File: src/rtl/serial_pkg.sv
// Shared serial-link definitions: word width, receiver states, beat math.
// The link is MSB first; the transmitter uses the same convention.
package serial_pkg;

  localparam int DATA_W_DEF = 32;

  typedef enum logic [1:0] {
    IDLE,
    RECV,
    DONE
  } rx_state_t;

  function automatic int beats(input int data_w, input int width);
    return data_w / width;
  endfunction

endpackage

File: src/rtl/serial_rx_shifter.sv
// MSB-first shift register with a non-wrapping beat counter.
// word is the value including the current beat; full flags the last beat.
module serial_rx_shifter
  import serial_pkg::*;
#(
  parameter int WIDTH  = 1,
  parameter int DATA_W = DATA_W_DEF
) (
  input  logic              clk,
  input  logic              rst_n,
  input  logic              clr,
  input  logic              en,
  input  logic [WIDTH-1:0]  din,
  output logic [DATA_W-1:0] word,
  output logic              full
);

  localparam int BEATS = beats(DATA_W, WIDTH);
  localparam int CW    = $clog2(BEATS) + 1;

  logic [DATA_W-1:0] sh;
  logic [CW-1:0]     cnt;

  generate
    if (BEATS == 1) begin : g_one
      assign word = din;
    end else begin : g_many
      assign word = {sh[DATA_W-WIDTH-1:0], din};
    end
  endgenerate

  assign full = en && (cnt == CW'(BEATS - 1));

  always_ff @(posedge clk) begin
    if (!rst_n) begin
      sh  <= '0;
      cnt <= '0;
    end else if (clr) begin
      sh  <= '0;
      cnt <= '0;
    end else if (en) begin
      sh  <= word;
      cnt <= cnt + 1'b1;
    end
  end

endmodule

File: src/rtl/serial_receiver.sv
// MSB-first deserializer with valid/ack output handshake.
// Optional RX_TIMEOUT_EN aborts a stalled word and raises TimedOut.
module serial_receiver
  import serial_pkg::*;
#(
  parameter int WIDTH       = 1,
  parameter int DATA_W      = DATA_W_DEF,
  parameter int TIMEOUT_CYC = 64
) (
  input  logic              Clk,
  input  logic              Reset,
  input  logic              StartRx,
  input  logic [WIDTH-1:0]  Din,
  input  logic              DinValid,
  input  logic              DataAck,
  output logic [DATA_W-1:0] DataOut,
  output logic              DataValid,
  output logic              RxBusy,
`ifdef RX_TIMEOUT_EN
  output logic              TimedOut,
`endif
  output logic              Overrun
);

  generate
    if (DATA_W % WIDTH != 0) begin : g_bad_width
      $error("serial_receiver: DATA_W must be a multiple of WIDTH");
    end
  endgenerate

  rx_state_t state, state_nxt;
  logic              clr;
  logic              shift_en;
  logic              full;
  logic              tmo;
  logic [DATA_W-1:0] word;

  assign shift_en  = (state == RECV) && DinValid;
  assign RxBusy    = (state == RECV);
  assign DataValid = (state == DONE);

  serial_rx_shifter #(
    .WIDTH (WIDTH),
    .DATA_W(DATA_W)
  ) u_shift (
    .clk  (Clk),
    .rst_n(Reset),
    .clr  (clr),
    .en   (shift_en),
    .din  (Din),
    .word (word),
    .full (full)
  );

`ifdef RX_TIMEOUT_EN
  localparam int SW = $clog2(TIMEOUT_CYC + 1);
  logic [SW-1:0] stall;

  assign tmo = (state == RECV) && !DinValid &&
               (stall == SW'(TIMEOUT_CYC - 1));

  always_ff @(posedge Clk) begin
    if (!Reset) begin
      stall    <= '0;
      TimedOut <= 1'b0;
    end else begin
      if (state != RECV || DinValid) stall <= '0;
      else                           stall <= stall + 1'b1;
      if (state == IDLE && StartRx)  TimedOut <= 1'b0;
      else if (tmo)                  TimedOut <= 1'b1;
    end
  end
`else
  assign tmo = 1'b0;
`endif

  always_comb begin
    state_nxt = state;
    clr       = 1'b0;
    unique case (state)
      IDLE: begin
        if (StartRx) begin
          state_nxt = RECV;
          clr       = 1'b1;
        end
      end
      RECV: begin
        if (full)     state_nxt = DONE;
        else if (tmo) state_nxt = IDLE;
      end
      DONE: begin
        if (DataAck) begin
          state_nxt = StartRx ? RECV : IDLE;
          clr       = StartRx;
        end
      end
      default: state_nxt = IDLE;
    endcase
  end

  always_ff @(posedge Clk) begin
    if (!Reset) begin
      state   <= IDLE;
      DataOut <= '0;
      Overrun <= 1'b0;
    end else begin
      state <= state_nxt;
      if (full) DataOut <= word;
      if (state == DONE && DinValid) Overrun <= 1'b1;
    end
  end

endmodule

File: config.mk
export PLATFORM = sky130hd
export DESIGN_NAME = serial_receiver
export DESIGN_NICKNAME = d
export VERILOG_FILES = /design/src/rtl/serial_pkg.sv /design/src/rtl/serial_rx_shifter.sv /design/src/rtl/serial_receiver.sv
export SDC_FILE = /design/constraint.sdc
export NUM_CORES = 1
export LEC_CHECK = 0
export CAP_MARGIN = 20
export CORE_ASPECT_RATIO = 0.5
export CORE_MARGIN = 2
export CORE_UTILIZATION = 45
export DETAILED_ROUTE_END_ITERATION = 10
export GPL_ROUTABILITY_DRIVEN = 0
export PLACE_DENSITY = 0.68
export SLEW_MARGIN = 20
export SYNTH_ARGS = -nofsm -noshare
export SYNTH_HDL_FRONTEND = slang
export SYNTH_SLANG_ARGS = --single-unit
File: constraint.sdc
create_clock -name Clk -period 2.87 [get_ports Clk]
set_input_delay 0.574 -clock Clk [delete_from_list [all_inputs] [get_ports Clk]]
set_output_delay 0.574 -clock Clk [all_outputs]
set_load 0.05 [all_outputs]
==> reports/results.tsv <==
stage	metric	value	unit
status	status	finished clean	
clock_tree	cts_htree_levels	3	
routing	wire_per_inst	11.7	um
clock_tree	clkTransAtPathRegs	0.05	ns
synth	synth_cell_types	28	
critical_path	worstReg2RegEnd	DataOut[21]	
grt	grt_pass1_wl	8.91	mm
grt	antenna_found_initial	0	
clock_tree	postCtsSetupBuffers	0	
floorplan	boundaryPins	41	
routing	ant_nets	0	
critical_path	cp-startpoint	state[0]	
sta	rsz0062_at_grt	false	
final_layout	area_growth	25.9	%
synth	synthTopCellsByArea	dfxtp_1 52%, nand2_1 18%, mux2i_1 12%	
final_layout	drive_above_1_share	0.0694	
critical_path	cp-endpoint	RxBusy	
critical_path	r2r_setup_slack	1.15	ns
clock_tree	hold_buffers	0	
sta	hold_viol	0	
synth	synth.largest_area_cell	dfxtp_1	
power_and_ir_drop	leakage	1.13	nW
routing	drt_iter0_drc	113	
routing	drt_pass1_iterations	4	
worst_hold_path	worstHoldPathType	reg2reg	
routing	vias_per_cell	4.85	
final_layout	multi_input_area	0.00120	mm2
critical_path	start_kind	register	
critical_path	worst_r2r_path_depth	5	
critical_path	r2r-start	u_shift.cnt[0]	
floorplan	start_util	0.462	
synth	synth_fp_nets	327	
sta	max-slew-margin-rel	0.668	
sta	finalCritPeriodShare	0.837	
synth	synth_top_cell_area_share	0.518	
run	maxCapViolations	0	
clock_tree	cts_root_buffer	clkbuf_16	
final_layout	seqCellArea	0.00144	mm2
sta	period_needed	2.40	ns
critical_path	required	2.30	ns
synth	syn_area	0.00279	mm2
synth	synth_warnings	0	
sta	setup_viol	0	
final_layout	final_area	0.00351	mm2
placement	place_area	0.00321	mm2
synth	synth_ff_type	dfxtp_1	
routing	vias	2173	
floorplan	fp-row-count	20	
synth	ys_seq_area_frac	0.518	
floorplan	die_y	59.6	um
synth	synth_area_per_cell	8.70	um2
critical_path	end_kind	output port	
power_and_ir_drop	worst_ir_drop_vdd	0.298	mV
sta	report.final.slew_viol_count	0	
grt	grt_max_degree	38	
final_layout	utilization	0.581	
floorplan	die-width	115	um
synth	synth_edf_count	0	
sta	clock_skew	0.00651	ns
synth	ys_ff_latch	72	
clock_tree	clock_path_buffers	2	
power_and_ir_drop	powerDensity	627	mW/mm2
final_layout	nFillCells	511	
critical_path	cp.arrival	1.83	ns
sta	max_freq	0.416	GHz
synth	async_flop_share	0	
routing	drc	0	
clock_tree	numCtsBuffers	9	
sta	fin_setup_tns	0	ns
routing	totalWireLength	5.25	mm
final_layout	diodes	0	
power_and_ir_drop	p_total	2.20	mW
clock_tree	cts_sinks	72	
placement	portBuffers	40	
placement	hpwl	3.38	mm
clock_tree	postCtsResizedCells	0	
final_layout	final_nets	362	
floorplan	design.core.area	0.00603	mm2
grt	grt_pass1_vias	2023	
critical_path	cp_max_fo	6	
critical_path	crit_type	reg2out	
grt	overflow	0	
synth	syn_inst	320	
grt	grt_usage	0.168	
clock_tree	cts_tree	built	
floorplan	dieArea	0.00687	mm2
clock_tree	insertion_delay	0.33	ns
sta	worstMarginPinSlew	0.497	ns
power breakdown:
| group | switching (mW) | total [mW] | leakage [nW] | internal (mW) |
|---|---|---|---|---|
| clock | 0.392 | 1.11 | 0.150 | 0.717 |
| sequential | 0.00477 | 1.01 | 0.580 | 1.00 |
| combinational | 0.0594 | 0.0803 | 0.395 | 0.0208 |
| total | 0.457 | 2.20 | 1.13 | 1.74 |
cell usage in the layout, fill, tap and decap left out, types with 2 or more instances in the layout:
cell             count
nand2_1            131
dfxtp_1             72
clkdlybuf4s50_1     39
a21oi_1             36
mux2i_1             32
clkbuf_16            9
buf_4                5
nor2b_1              4
nor2_1               3
nand3_1              2
o21ai_0              2
or3_1                2
clkbuf_8             2
clkbuf_1             2
clkinv_2             2
synthesized netlist by cell type (all sizes together) (2+ instances only):
| cell | instances |
|---|---|
| a21oi | 36 |
| or3 | 2 |
| clkbuf | 8 |
| dfxtp | 72 |
| buf | 14 |
| nand2 | 131 |
| nor2b | 4 |
| o21ai | 3 |
| nand3 | 2 |
| mux2i | 32 |
| nor2 | 3 |
registers in the layout, indices dropped and copies added (netlist names):
name	count
DataOut	32
Overrun	1
state	2
u_shift.cnt	6
u_shift.sh	31
final cells by class:
type,count,share of cell area
Multi-Input combinational cell,225,0.342
Sequential cell,72,0.411
Timing Repair Buffer,46,0.129
Tap cell,88,0.0314
Clock inverter,3,0.0114
Clock buffer,13,0.0742
Inverter,1,0.00107
cells by family after synthesis:
group	share of synthesized area
AND/OR/NAND/NOR	0.222
flip-flops	0.518
AO/OA/AOI/OAI	0.0800
multiplexers	0.115
buffers and inverters	0.0548
XOR/XNOR	0.00629
adder cells (fa/ha/maj)	0.00449
per-layer routing:
metal | wire length, um | GRT usage | up-vias
li1 | - | - | 1111
met3 | 226 | 0.0583 | 10
met5 | 0 | 0 | -
met2 | 2390 | 0.279 | 38
met4 | 83 | 0.0757 | 0
met1 | 2540 | 0.201 | 1014
critical path: stages, from the launching register on:
cell             delay, ns
dfxtp_1               0.45
nor2b_1               0.22
clkdlybuf4s50_1       0.83
worst min path at each step:
stage,from,to,slack (ns),cells after the start
6_report,DataOut[23],DataOut[23],0.46,2
5_1_grt,DataOut[12],DataOut[12],0.48,2
4_1_cts,DataOut[23],DataOut[23],0.46,2
3_5_place_dp,DataOut[13],DataOut[13],0.45,2
3_3_place_gp,DataOut[19],DataOut[19],0.44,2
2_1_floorplan,u_shift.sh[30],u_shift.sh[30],0.44,2
through the flow:
stage          instances  setup WS (ns)  hold WS, ns
4_1_cts              448          0.461        0.459
3_3_place_gp         432          0.632        0.445
5_1_grt              448          0.390        0.475
2_1_floorplan        320           1.11        0.437
3_5_place_dp         432          0.556        0.449
6_report             448          0.468        0.456
Power figures use the tool's default switching activity.
